`src/rtl/mult_sequencer.sv`:
```
// rtl/mult_sequencer.sv - sequential N x N multiplier driving an external adder
// Runs unsigned shift-add or radix-2 Booth, one iteration per cycle, for N cycles.
module mult_sequencer #(
  parameter int N = 8
) (
  input  logic [0:0]     Clock,
  input  logic [0:0]     Reset,
  input  logic [0:0]     Start,
  input  logic [0:0]     Signed,
  input  logic [N-1:0]   Multiplicand,
  input  logic [N-1:0]   Multiplier,
  output logic [N-1:0]   Adder_A,
  output logic [N-1:0]   Adder_B,
  output logic [0:0]     Adder_Sub,
  input  logic [N-1:0]   Adder_Sum,
  input  logic [0:0]     Adder_Carry,
  input  logic [0:0]     Adder_Overflow,
  output logic [0:0]     Busy,
  output logic [0:0]     Done,
  output logic [2*N-1:0] Product
);

  localparam int CW = $clog2(N) + 1;

  typedef enum logic [1:0] {
    S_IDLE = 2'd0,
    S_RUN  = 2'd1,
    S_DONE = 2'd2
  } state_t;

  state_t         state_q, state_d;
  logic [N-1:0]   a_q, a_d;
  logic [N-1:0]   q_q, q_d;
  logic [N-1:0]   m_q, m_d;
  logic           qm1_q, qm1_d;
  logic           sgn_q, sgn_d;
  logic [CW-1:0]  count_q, count_d;
  logic [2*N-1:0] product_q, product_d;

  logic           op;
  logic           fill;
  logic [N-1:0]   a_new;
  logic [N-1:0]   a_shift;
  logic [N-1:0]   q_shift;

  // Datapath for one iteration. In signed mode the true sign of the N+1 bit
  // result is Sum[N-1]^Overflow, which keeps M = -2^(N-1) exact.
  always_comb begin
    op      = sgn_q ? (q_q[0] ^ qm1_q) : q_q[0];
    a_new   = op ? Adder_Sum : a_q;
    fill    = 1'b0;
    if (sgn_q) begin
      fill = op ? (Adder_Sum[N-1] ^ Adder_Overflow) : a_q[N-1];
    end else begin
      fill = op & Adder_Carry;
    end
    a_shift = {fill, a_new[N-1:1]};
    q_shift = {a_new[0], q_q[N-1:1]};
  end

  always_comb begin
    state_d   = state_q;
    a_d       = a_q;
    q_d       = q_q;
    m_d       = m_q;
    qm1_d     = qm1_q;
    sgn_d     = sgn_q;
    count_d   = count_q;
    product_d = product_q;
    case (state_q)
      S_IDLE: begin
        if (Start) begin
          m_d     = Multiplicand;
          q_d     = Multiplier;
          a_d     = '0;
          qm1_d   = 1'b0;
          count_d = '0;
          sgn_d   = Signed;
          state_d = S_RUN;
        end
      end
      S_RUN: begin
        a_d     = a_shift;
        q_d     = q_shift;
        if (sgn_q) begin
          qm1_d = q_q[0];
        end
        count_d = count_q + CW'(1);
        if (count_q == CW'(N - 1)) begin
          product_d = {a_shift, q_shift};
          state_d   = S_DONE;
        end
      end
      S_DONE: begin
        state_d = S_IDLE;
      end
      default: begin
        state_d = S_IDLE;
      end
    endcase
  end

  always_ff @(posedge Clock or negedge Reset) begin
    if (!Reset) begin
      state_q   <= S_IDLE;
      a_q       <= '0;
      q_q       <= '0;
      m_q       <= '0;
      qm1_q     <= 1'b0;
      sgn_q     <= 1'b0;
      count_q   <= '0;
      product_q <= '0;
    end else begin
      state_q   <= state_d;
      a_q       <= a_d;
      q_q       <= q_d;
      m_q       <= m_d;
      qm1_q     <= qm1_d;
      sgn_q     <= sgn_d;
      count_q   <= count_d;
      product_q <= product_d;
    end
  end

  assign Adder_A   = a_q;
  assign Adder_B   = m_q;
  assign Adder_Sub = (state_q == S_RUN) && sgn_q && q_q[0] && !qm1_q;
  assign Busy      = (state_q == S_RUN);
  assign Done      = (state_q == S_DONE);
  assign Product   = product_q;

endmodule

```
`config.mk`:
```
export PLATFORM = sky130hd
export DESIGN_NAME = mult_sequencer
export DESIGN_NICKNAME = d
export VERILOG_FILES = /design/src/rtl/mult_sequencer.sv
export SDC_FILE = /design/constraint.sdc
export NUM_CORES = 1
export LEC_CHECK = 0
export ABC_AREA = 1
export BUFFER_PORTS_ARGS = -buffer_cell sky130_fd_sc_hd__buf_2
export CORE_UTILIZATION = 47
export DETAILED_ROUTE_END_ITERATION = 12
export GPL_TIMING_DRIVEN = 0
export PLACE_DENSITY = 0.75
export SLEW_MARGIN = 20
export SYNTH_ARGS = -nofsm -noshare
export SYNTH_HDL_FRONTEND = slang
export SYNTH_SLANG_ARGS = --single-unit
```
`constraint.sdc`:
```
create_clock -name Clock -period 1.2 [get_ports Clock]
set_clock_uncertainty 0.05 [all_clocks]
set_input_delay 0.12 -clock Clock [delete_from_list [all_inputs] [get_ports Clock]]
set_output_delay 0.12 -clock Clock [all_outputs]
set_load 0.1 [all_outputs]
```
==> results.txt <==
The run finished, with violations left. The checks that failed: negative setup slack. The part of the cycle the worst path needs was 1.24. The mean post-synth cell area is 9.56 um^2. The top cell types in the final layout, fill and taps aside, are sky130_fd_sc_hd__nand2_1 (54), sky130_fd_sc_hd__buf_4 (46), sky130_fd_sc_hd__dfrtp_1 (30). The number of synthesis warnings came out at 0. The final routed wire length divided by cell count works out to 14.3 um. The synthesized design spends more area on one cell type than any other, namely sky130_fd_sc_hd__dfrtp_1. The leading cell type in the layout, fill and taps excluded was sky130_fd_sc_hd__nand2_1.

The combined area of all synthesized cells was 2310 um^2; the die area was 5210 um^2. The cell that appears most often on the critical path is sky130_fd_sc_hd__nor2_4. Setup repair after global routing could not meet its margin everywhere. The share of the synthesized area in the top cell type came out at 0.519. The final global-route overflow total was 0. The y dimension of the die was 72.2 um; the global placer's final weighted congestion was 0.824. STA puts the critical path data arrival time at 1320 ps.

The run gives 0.239 as the global-route usage over all layers. The worst setup path is launched from a flop. 0 antenna diodes ended up in the layout. The largest single stage delay on the critical path is 420 ps. The logs give 0.591 for the worst relative slew slack and 65 for the boundary pin count. Entering global routing, the biggest net connects 49 pins. The worst-path cell with the longest stage delay was sky130_fd_sc_hd__dfrtp_1. After detailed routing, the total wire length is 5.99 mm. The number of hold-slack violations in the final timing report was 0. The detail route stage leaves a number of antenna-violating nets equal to 0. The synthesized design contains 48 register bits. The tools report the number of max-slew violations in the final report as 0. For the initial core utilization, the log shows 0.490. Largest driver fanout on the critical path: 3.

After synthesis, the cell types taking the most area are sky130_fd_sc_hd__dfrtp_1 (52%), sky130_fd_sc_hd__nand2_1 (11%), sky130_fd_sc_hd__o21ai_2 (9.1%). Based on the critical path, the design can be clocked at up to 670 MHz. Walking the worst path, the cells encountered are nor2_4 > buf_6 > nand2_4 > nor2_4 > buf_12. Via count of the first global-routing pass: 1,934.

For the worst-skew pair, the clock arrives at the later sink with an insertion delay of 300 ps. Using the TritonRoute via totals, the vias-per-cell ratio works out to 4.94. After the first detailed-routing iteration, the DRC count stood at 79. Root cell of the clock tree: sky130_fd_sc_hd__clkbuf_8.

The total buffers and inverters traversed by the critical path is 2, and the number of antenna violations at the first check in global routing is 0. Setup violations remaining at the end of the flow were counted as 51. The number of buffers inserted by port buffering came out at 64. Distinct cell type count after synthesis: 29. Before antenna repair, the detailed router went through 4 iterations. The worst setup path is of the flop to output pin kind.

For the pin with the worst max-slew slack, the measured transition is 613 ps. The wire-length estimate of the detail-placed layout is 3.46 mm. After clock tree synthesis, the clock-pin slew on the worst setup and hold paths is 90 ps. The final critical path time including I/O delays and setup was 1490 ps.

The share of post-route cells with drive strength above 1 came out at 0.605. The tools report the depth of the CTS H-tree as 2. The post-route DRC violation count was 0; the number of buffers on the longest clock path was 2. The first global-routing pass estimated 9.40 mm of wire. Synthesis produced a netlist with a net count of 273.

After routing the design area is 3630 um^2. The area of the core region was 4720 um^2; the die extent in x was 72.2 um. TritonCTS built the clock tree. The number of buffers inserted during clock tree synthesis was 5. Data on the critical path is required at its endpoint by 1030 ps.

The number of standard-cell rows in the floorplan was 25; the max-capacitance violation count was 0. Final net count: 382. The sequential element share of the synthesized area was 0.519; the least setup slack across all paths after layout was -293 ps. The tools report the type of destination of the critical path as an output pin. The worst hold path belongs to the class input pin to flop. After technology mapping, the gate count stands at 242. For the area after detailed placement, the log shows 2830 um^2.

The area growth from synthesis to layout was 57.1%. The family of cells with the greatest summed delay on the critical path is flip-flops. Clock tree synthesis found a total of 48 sinks.

The run gives 2,071 as the total vias in the final route.
## stage by stage
step                instances  hold WS [ps]  setup TNS (ps)   util  worst slack, ps
detailed placement        373           276           -5940  0.599             -349
floorplan                 242          -226           -2720      -             -258
CTS                       411         -5.22           -9250  0.746             -301
finish                    419          50.1           -9850  0.770             -293
global placement          373           263           -5000  0.599             -332
global route              419          55.5          -13010  0.770             -341
## final timing paths
check / startpoint / end / slack (ps) / cells past startpoint
min in group asynchronous: Reset / Adder_A[4] / 310 / 2
setup / recovery: state_q[1] / Adder_Sub / -290 / 5
max in group asynchronous: Reset / Adder_A[1] / 330 / 2
hold / removal: Adder_Sum[4] / Product[11] / 50 / 3
setup reg to reg: state_q[0] / count_q[1] / -260 / 8
hold reg to reg: Product[12] / Product[12] / 440 / 2
## synthesized netlist by cell type
library cell,count
sky130_fd_sc_hd__clkinv_4,1
sky130_fd_sc_hd__nand2_1,69
sky130_fd_sc_hd__nand2_2,15
sky130_fd_sc_hd__nor2_1,13
sky130_fd_sc_hd__inv_1,16
sky130_fd_sc_hd__buf_8,1
sky130_fd_sc_hd__nand2_4,2
sky130_fd_sc_hd__a31oi_2,1
sky130_fd_sc_hd__nor2_4,1
sky130_fd_sc_hd__nand3_2,3
sky130_fd_sc_hd__nor2_2,1
sky130_fd_sc_hd__o21ai_0,6
sky130_fd_sc_hd__a211oi_1,5
sky130_fd_sc_hd__a22o_1,1
sky130_fd_sc_hd__nand2_8,1
sky130_fd_sc_hd__inv_2,5
sky130_fd_sc_hd__ha_1,1
sky130_fd_sc_hd__nor2_8,1
sky130_fd_sc_hd__buf_6,4
sky130_fd_sc_hd__nor3_1,5
sky130_fd_sc_hd__dfrtp_1,48
sky130_fd_sc_hd__o211ai_1,2
sky130_fd_sc_hd__buf_2,2
sky130_fd_sc_hd__nand3_1,8
sky130_fd_sc_hd__buf_4,1
sky130_fd_sc_hd__buf_12,1
sky130_fd_sc_hd__xor2_1,1
sky130_fd_sc_hd__o21ai_2,24
sky130_fd_sc_hd__o21ai_1,3
## layout make-up
type / count / area, um^2
Sequential cell: 48 / 1220
Multi-Input combinational cell: 164 / 1120
Fill cell: 292 / 1090
Timing Repair Buffer: 102 / 865
Buffer: 8 / 111
Inverter: 22 / 105
Clock buffer: 7 / 96.3
Tap cell: 67 / 83.8
Clock inverter: 1 / 30.0
## repair_timing
item                       4_1_cts  5_1_grt
pin swaps                        8        6
buffers inserted                18        9
setup endpoints to repair       79       53
gates cloned                     3        1
hold endpoints to repair        57       48
hold buffers                     9        1
resized for setup               84       21
## registers in the layout, indices dropped and copies added, names as in the netlist
signal and count:
Adder_A 8, Adder_B 8, Product 16, count_q 4, q_q 8, qm1_q 1, sgn_q 1, state_q 2
## worst min-delay path, cell delays in order
cell	delay (ps)
sky130_fd_sc_hd__buf_2	100
sky130_fd_sc_hd__o21ai_4	60
sky130_fd_sc_hd__o21ai_2	90
## kinds of logic after synthesis
group	share of synthesized area
and+or+nand+nor	0.249
DFF	0.519
AOI/OAI and AO/OA	0.142
buffers and inverters	0.0800
xor gates and xnor gates	0.00379
adders and majority gates	0.00541
## metal layers
metal  GRT usage  vias to the layer above  wire length [um]
met5           0                        -                 0
met2       0.405                       71              2930
met3      0.0472                       12               303
met4      0.0675                        0               110
li1            -                      999                 -
met1       0.313                      989              2650
Power is not shown: default switching activity piles up to over one toggle a cycle in this logic, so the estimate is an artifact.
